<file path="config.mk">
export PLATFORM = sky130hd
export DESIGN_NAME = param_sync_fifo
export DESIGN_NICKNAME = d
export VERILOG_FILES = /design/src/rtl/param_sync_fifo_pkg.sv /design/src/rtl/param_sync_fifo_mem_2p.sv /design/src/rtl/param_sync_fifo.sv
export SDC_FILE = /design/constraint.sdc
export NUM_CORES = 1
export LEC_CHECK = 0
export CORE_ASPECT_RATIO = 0.8
export CORE_MARGIN = 2
export CORE_UTILIZATION = 35
export DETAILED_ROUTE_END_ITERATION = 6
export PLACE_DENSITY = 0.63
export SETUP_SLACK_MARGIN = 0.02
export SLEW_MARGIN = 20
export SYNTH_ARGS = -nofsm -noshare
export SYNTH_HDL_FRONTEND = slang
export SYNTH_SLANG_ARGS = --single-unit
</file>
<file path="constraint.sdc">
create_clock -name clk -period 16.3 [get_ports clk]
set_clock_uncertainty 0.15 [all_clocks]
set_input_delay 3.26 -clock clk [delete_from_list [all_inputs] [get_ports clk]]
set_output_delay 3.26 -clock clk [all_outputs]
set_load 0.02 [all_outputs]
</file>
<file path="src/rtl/param_sync_fifo_pkg.sv">
// Shared types and elaboration helpers for param_sync_fifo (package param_fifo_pkg).
// Covers the storage address width, the configuration legality checks and the
// packed error-flag record.
package param_fifo_pkg;

  // Sticky error flags held by the FIFO.
  typedef struct packed {
    logic overflow;
    logic underflow;
  } fifo_err_t;

  // Storage address width for a given depth. Never returns zero, so vectors
  // sized from it always exist.
  function automatic int fifo_addr_w(input int depth);
    return (depth <= 1) ? 1 : $clog2(depth);
  endfunction

  // The depth must be a power of two so the pointers wrap naturally, and it
  // must be at least four.
  function automatic bit fifo_depth_ok(input int depth);
    return (depth >= 4) && ((depth & (depth - 1)) == 0);
  endfunction

  // The thresholds must be strictly ordered inside the occupancy range.
  function automatic bit fifo_thresh_ok(input int depth, input int aempty, input int afull);
    return (aempty > 0) && (aempty < afull) && (afull < depth);
  endfunction

endpackage

</file>
<file path="src/rtl/param_sync_fifo_mem_2p.sv">
// fifo_mem_2p: simple dual-port storage for param_sync_fifo.
// It has one synchronous write port and one asynchronous read port.
// The contents are never reset.
module fifo_mem_2p
  import param_fifo_pkg::*;
#(
  parameter int WIDTH = 32,
  parameter int DEPTH = 16,
  parameter int AW    = fifo_addr_w(DEPTH)
) (
  input  logic             clk,
  input  logic             wr_en,
  input  logic [AW-1:0]    wr_addr,
  input  logic [WIDTH-1:0] wr_data,
  input  logic [AW-1:0]    rd_addr,
  output logic [WIDTH-1:0] rd_data
);

  logic [WIDTH-1:0] mem_q [DEPTH];

  // Write port: the entry is updated on the clock edge.
  always_ff @(posedge clk) begin
    if (wr_en) begin
      mem_q[wr_addr] <= wr_data;
    end
  end

  // Read port: combinational from the address.
  assign rd_data = mem_q[rd_addr];

endmodule

</file>
<file path="src/rtl/param_sync_fifo.sv">
// param_sync_fifo: parametrised single-clock FIFO.
// - Occupancy count and status flags are decoded from the registered pointers.
// - Overflow and underflow are sticky error flags, cleared by clr_err.
// - Optional first-word fall-through mode: define PARAM_SYNC_FIFO_FWFT_EN.
//   When it is undefined, reads have one cycle of latency.
module param_sync_fifo
  import param_fifo_pkg::*;
#(
  parameter int WIDTH         = 32,
  parameter int DEPTH         = 16,
  parameter int AFULL_THRESH  = DEPTH - 2,
  parameter int AEMPTY_THRESH = 2
) (
  input  logic                   clk,
  input  logic                   rst,
  input  logic                   wr_en,
  input  logic [WIDTH-1:0]       wr_data,
  input  logic                   rd_en,
  output logic [WIDTH-1:0]       rd_data,
  output logic                   rd_valid,
  output logic [$clog2(DEPTH):0] count,
  output logic                   empty,
  output logic                   full,
  output logic                   almost_empty,
  output logic                   almost_full,
  output logic                   overflow,
  output logic                   underflow,
  input  logic                   clr_err
);

  localparam int          AW        = fifo_addr_w(DEPTH);
  localparam int          PW        = AW + 1;
  localparam logic [AW:0] DEPTH_C   = PW'(DEPTH);
  localparam logic [AW:0] AFULL_C   = PW'(AFULL_THRESH);
  localparam logic [AW:0] AEMPTY_C  = PW'(AEMPTY_THRESH);

  if (!fifo_depth_ok(DEPTH)) begin : g_bad_depth
    $error("param_sync_fifo: DEPTH must be a power of 2 and >= 4");
  end
  if (!fifo_thresh_ok(DEPTH, AEMPTY_THRESH, AFULL_THRESH)) begin : g_bad_thresh
    $error("param_sync_fifo: need 0 < AEMPTY_THRESH < AFULL_THRESH < DEPTH");
  end

  logic [AW:0]      wr_ptr_q, wr_ptr_d;
  logic [AW:0]      rd_ptr_q, rd_ptr_d;
  fifo_err_t        err_q, err_d;
  logic             rd_accept;
  logic             wr_accept;
  logic             mem_we;
  logic [WIDTH-1:0] mem_rd_data;

  // The pointer difference wraps modulo 2^(AW+1). That is enough to tell
  // full apart from empty.
  assign count        = wr_ptr_q - rd_ptr_q;
  assign empty        = (count == '0);
  assign full         = (count == DEPTH_C);
  assign almost_empty = (count <= AEMPTY_C);
  assign almost_full  = (count >= AFULL_C);
  assign overflow     = err_q.overflow;
  assign underflow    = err_q.underflow;

  // Accept decisions. A full FIFO still takes a write if a pop happens in the
  // same cycle. An empty FIFO never pops, even if a write is arriving.
  always_comb begin
    rd_accept = rd_en && !empty;
    wr_accept = wr_en && (!full || rd_accept);
    mem_we    = wr_accept && !rst;
  end

  // Pointer and error-flag next state. Reset overrides everything. A new error
  // takes priority over clr_err in the same cycle.
  always_comb begin
    wr_ptr_d = wr_ptr_q;
    rd_ptr_d = rd_ptr_q;
    err_d    = err_q;
    if (wr_accept) wr_ptr_d = wr_ptr_q + 1'b1;
    if (rd_accept) rd_ptr_d = rd_ptr_q + 1'b1;
    if (clr_err)   err_d    = '0;
    if (wr_en && !wr_accept) err_d.overflow  = 1'b1;
    if (rd_en && empty)      err_d.underflow = 1'b1;
    if (rst) begin
      wr_ptr_d = '0;
      rd_ptr_d = '0;
      err_d    = '0;
    end
  end

  // Register the pointers and the sticky flags.
  always_ff @(posedge clk) begin
    wr_ptr_q <= wr_ptr_d;
    rd_ptr_q <= rd_ptr_d;
    err_q    <= err_d;
  end

  fifo_mem_2p #(
    .WIDTH (WIDTH),
    .DEPTH (DEPTH),
    .AW    (AW)
  ) u_mem (
    .clk     (clk),
    .wr_en   (mem_we),
    .wr_addr (wr_ptr_q[AW-1:0]),
    .wr_data (wr_data),
    .rd_addr (rd_ptr_q[AW-1:0]),
    .rd_data (mem_rd_data)
  );

`ifdef PARAM_SYNC_FIFO_FWFT_EN
  // The head entry is shown directly. The output is held at zero while the
  // FIFO is empty, so stale storage never shows.
  assign rd_data  = empty ? '0 : mem_rd_data;
  assign rd_valid = !empty;
`else
  logic [WIDTH-1:0] rd_data_q, rd_data_d;
  logic             rd_valid_q, rd_valid_d;

  // Capture the head on an accepted pop. The last value is held otherwise.
  always_comb begin
    rd_data_d  = rd_data_q;
    rd_valid_d = rd_accept;
    if (rd_accept) rd_data_d = mem_rd_data;
    if (rst) begin
      rd_data_d  = '0;
      rd_valid_d = 1'b0;
    end
  end

  // Registered read port.
  always_ff @(posedge clk) begin
    rd_data_q  <= rd_data_d;
    rd_valid_q <= rd_valid_d;
  end

  assign rd_data  = rd_data_q;
  assign rd_valid = rd_valid_q;
`endif

endmodule

</file>
==> results of run 1 <==
layer usage:
metal,up-vias,wire length [um],global-route usage [%]
li1,4509,-,-
met5,-,13,0
met3,54,2860,2.73
met1,5527,20600,21.3
met2,329,22600,24.1
met4,2,707,3.40
layout make-up:
class                   count  area share [%]
clock buffers              71            5.89
clock inverters            26           0.988
inverters                  12           0.182
flip-flops and latches    557            65.9
well taps                 779            3.95
multi-input cells         402            19.1
repair buffers            104            4.02
logic make-up (layout without fill, tap and decap cells):
logic type      after synthesis  in the layout
compound gates              126            126
fa+ha+maj                    10             10
buf+inv                      73            213
xor+xnor                      4              4
flops                       557            557
simple gates                126            126
mux                         136            136
path summary, 6_finish.rpt:
check / end / slack (ns) / cells past startpoint
setup reg to reg: u_mem.mem_q[5][22]$_DFFE_PP_ / 12.27 / 9
setup / recovery: almost_empty / 8.70 / 9
hold / removal: rd_data[16]$_SDFFE_PP0P_ / 0.32 / 2
hold reg to reg: rd_data[16]$_SDFFE_PP0P_ / 0.32 / 2
worst max-delay path, stage by stage, from the launching register on:
cell             delay [ns]
dfxtp_1                0.38
inv_1                  0.15
ha_1                   0.24
fa_1                   0.42
nand2b_1               0.17
a21oi_1                0.16
xor2_1                 0.80
inv_2                  0.22
a2111oi_0              0.41
clkdlybuf4s50_1        0.68
cell usage after synthesis (9+ instances only):
cell type  instances  share of area, %
ha_1               9              0.53
inv_1             11              0.19
o22ai_1           58               1.7
nor3_1            14              0.33
nor2_1            54              0.96
nor2b_1           10              0.30
nand2_1           19              0.34
clkbuf_1          28              0.50
dfxtp_1           45               4.3
a22o_1            29               1.2
edfxtp_1         512                73
buf_2             24              0.57
mux4_2           123                13
through the flow:
step	setup WS, ns	util [%]	std cells	total power [W]
6_report	8.70	41.3	1951	0.00382
4_1_cts	8.67	41.3	1951	0.00387
2_1_floorplan	8.66	-	1032	0.00234
3_3_place_gp	9.37	38.5	1854	0.00266
5_1_grt	8.38	41.3	1951	0.00399
3_5_place_dp	9.30	38.5	1854	0.00267
sequential cells by signal, indices dropped and copies added, names as in the netlist:
name         flops
u_mem.mem_q    512
rd_data         32
rd_ptr_q         5
wr_ptr_q         5
overflow         1
rd_valid         1
underflow        1
where the power goes:
group	internal, W	leakage [nW]	total [W]	switching, W
Clock	0.000690	0.825	0.00120	0.000514
Combinational	0.000423	1.79	0.000922	0.000499
Sequential	0.00164	4.98	0.00170	0.0000546
Total	0.00275	7.60	0.00382	0.00107
==> impl_metrics.json, run 1 <==
{
  "area_growth_pct": 16.6,
  "syn_area_sq_um": 21200,
  "gp_congestion": 0.813,
  "power_density_nw_per_um2": 155,
  "rows": 80,
  "min_period_ns": 7.60,
  "routed_wl_um": 46800,
  "cts-htree-levels": 2,
  "final_common_cell": "edfxtp_1",
  "hp-start": "rd_data[16]$_SDFFE_PP0P_",
  "slew_headroom_pct": 27.4,
  "timing.hold.ws_ns": 0.318,
  "synth-edff-count": 512,
  "cts_hold_buf": 0,
  "final-seq-area_sq_um": 16300,
  "cts_root_buffer": "clkbuf_16",
  "cts_buffers": 52,
  "grt_overflow_total": 0,
  "worstPathRequired_ns": 12.89,
  "hp-class": "flip-flop to flip-flop",
  "cap_viol_max_count": 0,
  "slew_viol_final": 0,
  "die_x_um": 279,
  "setup.worst_path.start": "wr_ptr_q[0]$_SDFFE_PP0P_",
  "yosysSeqAreaShare_pct": 76.8,
  "synth-seq-cells": 557,
  "wl_per_cell_um": 24.0,
  "synth_compound_area_share_pct": 4.29,
  "synthMuxAreaShare_pct": 13.7,
  "max_slew.worst_pin.slew_ns": 1.09,
  "drc_errors": 0,
  "num_vias": 10400,
  "placed_area_sq_um": 23000,
  "insertion_delay_ns": 0.57,
  "worstPathMaxFanout": 11,
  "rsz0062_at_grt": "no",
  "ctsResizeCount": 0,
  "cts_sinks": 557,
  "synthXorXnorAreaFrac_pct": 0.201,
  "r2r-start": "wr_ptr_q[0]$_SDFFE_PP0P_",
  "setup_violations": 0,
  "critical_path.endpoint_type": "output pin",
  "worstSetupStartpointType": "flip-flop",
  "drtPass1Iterations": 5,
  "antenna_found_initial": 1,
  "io_buffers": 80,
  "syn_nets": 1079,
  "fin_nets": 1176,
  "synthCells": 1032,
  "synth-simple-area-share_pct": 2.82,
  "start_util_pct": 35.5,
  "avgSynthCellArea_sq_um": 20.5,
  "multi_input_area_sq_um": 4710,
  "cts_tree": "yes",
  "drt_iter0_markers": 982,
  "vdd_ir_drop_max_v": 0.0000961,
  "grt_pass1_wl_um": 69300,
  "coreArea_sq_um": 59800,
  "fmax_ghz": 0.132,
  "post-route-period-util_pct": 46.6,
  "worstPathArrival_ns": 4.19,
  "die_height_um": 224,
  "fillCellCount": 5189,
  "detail-route-antenna-nets": 0,
  "drive_above_1_share_pct": 21.9,
  "grt_pass1_vias": 10500,
  "final_cell_mix": "edfxtp_1 (512), mux4_2 (123), clkdlybuf4s50_1 (80), o22ai_1 (58), clkbuf_16 (54)",
  "finalHoldViolCount": 0,
  "leakagePower_nw": 7.60,
  "antenna_cells": 0,
  "grt_max_degree": 118,
  "yosysWarnings": 0,
  "cts_setup_buffers": 0,
  "yosys.area_share.adder_pct": 0.626,
  "pin_count": 81,
  "clockBufferDepth": 3,
  "viasPerCell": 5.34,
  "grt.total_usage_pct": 15.0,
  "crit_type": "flip-flop to output pin",
  "async_flop_share_pct": 0,
  "fin_area_sq_um": 24700,
  "dieArea_sq_um": 62500,
  "clk_pin_slew_worst_paths_ns": 0.07,
  "yosysUniqueCellTypes": 51,
  "status": "finished, final reports clean",
  "synth_top_family_by_area": "multiplexers",
  "dp_hpwl_um": 23400,
  "setup-tns-final_ns": 0,
  "synth-main-ff-cell": "edfxtp_1"
}
(Power assumes the default switching activity.)
==> run 2: changes to the inputs <==
--- a/config.mk
+++ b/config.mk
@@ -9,7 +9,7 @@
 export CORE_MARGIN = 2
 export CORE_UTILIZATION = 35
 export DETAILED_ROUTE_END_ITERATION = 6
-export PLACE_DENSITY = 0.63
+export PLACE_DENSITY = 0.64
 export SETUP_SLACK_MARGIN = 0.02
 export SLEW_MARGIN = 20
 export SYNTH_ARGS = -nofsm -noshare
==> constraint.sdc (replaced) <==
create_clock -name clk -period 6.75 [get_ports clk]
set_clock_uncertainty 0.15 [all_clocks]
set_input_delay 1.35 -clock clk [delete_from_list [all_inputs] [get_ports clk]]
set_output_delay 1.35 -clock clk [all_outputs]
set_load 0.02 [all_outputs]
==> run 2 against run 1 <==
Compared with the run above:
- sequential power up 140%
- utilization down 0.12 points
- hold slack worse by 0.0056 ns
- via count down 0.98%
- combinational power up 140%
- routed wire length down 2.6%
- die area unchanged
- clock power up 130%
- clock-buffer cell count up 2
- critical path type unchanged
- largest cell class unchanged
==> impl_metrics.json, run 2 (synthesis gave the netlist of run 1 again) <==
{
  "wl_met2_um": 21700,
  "slew_headroom_pct": 29.4,
  "grt_overflow_total": 0,
  "insertion_delay_ns": 0.57,
  "start_util_pct": 35.5,
  "grt_pass1_wl_um": 68900,
  "hp-class": "flip-flop to flip-flop",
  "wl_met1_um": 20800,
  "coreArea_sq_um": 59800,
  "area_growth_pct": 16.3,
  "top_layer": "met5",
  "ff2ff_setup_slack_ns": 2.89,
  "rsz0062_at_grt": "no",
  "grt.total_usage_pct": 14.7,
  "critical_path.endpoint_type": "output pin",
  "die_x_um": 279,
  "worstSetupStartpointType": "flip-flop",
  "hp-start": "rd_data[17]$_SDFFE_PP0P_",
  "cts_sinks": 557,
  "worstPathArrival_ns": 3.77,
  "io_buffers": 80,
  "top_register": "u_mem.mem_q",
  "cap_viol_max_count": 0,
  "fmax_ghz": 0.190,
  "cts-htree-levels": 2,
  "dp_hpwl_um": 24700,
  "r2r-end": "u_mem.mem_q[15][4]$_DFFE_PP_",
  "drive_above_1_share_pct": 21.6,
  "setup_slack_ns": 1.48,
  "num_vias": 10300,
  "fillCellCount": 5163,
  "grt_pass1_vias": 10800,
  "rows": 80,
  "drt_iter0_markers": 930,
  "gp_congestion": 0.787,
  "dr_wl_met3_um": 2360,
  "critPathSlowestCell": "clkdlybuf4s50_1",
  "min_period_ns": 5.27,
  "slew_viol_final": 0,
  "grt_max_degree": 48,
  "ff2ff_path_depth": 9,
  "max_slew.worst_pin.slew_ns": 1.06,
  "setup-tns-final_ns": 0,
  "power_density_nw_per_um2": 369,
  "cts_setup_buffers": 0,
  "cts_root_buffer": "clkbuf_16",
  "r2r-start": "rd_ptr_q[0]$_SDFFE_PP0P_",
  "wl_per_cell_um": 23.3,
  "crit_path_cell_trace": "ha_1, fa_1, nand2b_1, a21oi_1, xor2_1, buf_4, inv_2, a2111oi_0, clkdlybuf4s50_1",
  "setup_violations": 0,
  "dp_slack_ns": 2.03,
  "largest_reg_flops": 512,
  "detail-route-antenna-nets": 0,
  "cts_hold_buf": 0,
  "min_path_cells": 2,
  "leakagePower_nw": 7.58,
  "post-route-period-util_pct": 78.1,
  "p_total_w": 0.00908,
  "cts_tree": "yes",
  "clk_pin_slew_worst_paths_ns": 0.06,
  "finalHoldViolCount": 0,
  "worstPathRequired_ns": 5.25,
  "clockBufferDepth": 3,
  "vdd_ir_drop_max_v": 0.000200,
  "final_cell_mix": "edfxtp_1 (512), mux4_2 (123), clkdlybuf4s50_1 (80), o22ai_1 (58), clkbuf_16 (55)",
  "viasPerCell": 5.28,
  "pin_count": 81,
  "worstPathMaxFanout": 36,
  "die_height_um": 224,
  "cpPeakStageDelay_ns": 0.68,
  "crit_type": "flip-flop to output pin",
  "ctsResizeCount": 0,
  "routed_wl_um": 45600,
  "hold_path_end": "rd_data[17]$_SDFFE_PP0P_",
  "antenna_found_initial": 1,
  "fin_nets": 1182,
  "drtPass1Iterations": 5,
  "antenna_cells": 0,
  "dieArea_sq_um": 62500,
  "timing.hold.ws_ns": 0.312,
  "status": "finished, final reports clean",
  "final_common_cell": "edfxtp_1",
  "drc_errors": 0,
  "cts_buffers": 54
}
## run 2: changes by cell type in the layout (fill, tap and decap cells not counted), sizes merged
cell and change:
buf +4, bufinv -3, clkbuf +2, clkinv +3
clkinvlp -2
## run 2: worst max-delay path, delay by kind of cell (launching register included)
kind / cells / cell delay [ns]
xor+xnor: 1 / 0.15
flops: 1 / 0.52
fa+ha+maj: 2 / 0.75
compound gates: 2 / 0.56
buf+inv: 3 / 1.00
simple gates: 1 / 0.19
## run 2: final cells by class
class / count / area [sq um] / share of cell area, %
Timing Repair Buffer: 108 / 1010 / 4.10
Inverter: 12 / 45.0 / 0.183
Tap cell: 779 / 975 / 3.96
Clock buffer: 73 / 1470 / 5.98
Multi-Input combinational cell: 402 / 4710 / 19.1
Sequential cell: 557 / 16300 / 66.1
Clock inverter: 24 / 138 / 0.559
## run 2: power by group
part | internal [W] | switching (W)
clock | 0.00156 | 0.00121
combinational | 0.00102 | 0.00115
sequential | 0.00396 | 0.000182
total | 0.00654 | 0.00254
## run 2: layer usage
layer	GRT usage [%]	up-vias
met2	23.8	272
met3	2.67	62
li1	-	4519
met5	0	-
met1	20.9	5464
met4	3.04	2
## run 2: worst max path at each step
stage          depth (start not counted)  slack (ns)                     start                     endpoint
2_1_floorplan                          9        0.66  rd_ptr_q[2]$_SDFFE_PP0P_  u_mem.mem_q[1][0]$_DFFE_PP_
3_3_place_gp                           9        2.08  rd_ptr_q[0]$_SDFFE_PP0P_                 almost_empty
3_5_place_dp                           9        2.03  rd_ptr_q[0]$_SDFFE_PP0P_                 almost_empty
4_1_cts                                9        1.41  rd_ptr_q[0]$_SDFFE_PP0P_                 almost_empty
5_1_grt                                9        1.14  rd_ptr_q[0]$_SDFFE_PP0P_                 almost_empty
6_report                               9        1.48  rd_ptr_q[0]$_SDFFE_PP0P_                 almost_empty
## run 2: through the flow
step                      instance area [sq um]  instances  utilization [%]
after floorplan                           21200       1032                -
after global placement                    23000       1858             38.5
after detailed placement                  23000       1858             38.5
after CTS                                 24600       1955             41.2
after global routing                      24600       1955             41.2
final                                     24600       1955             41.2
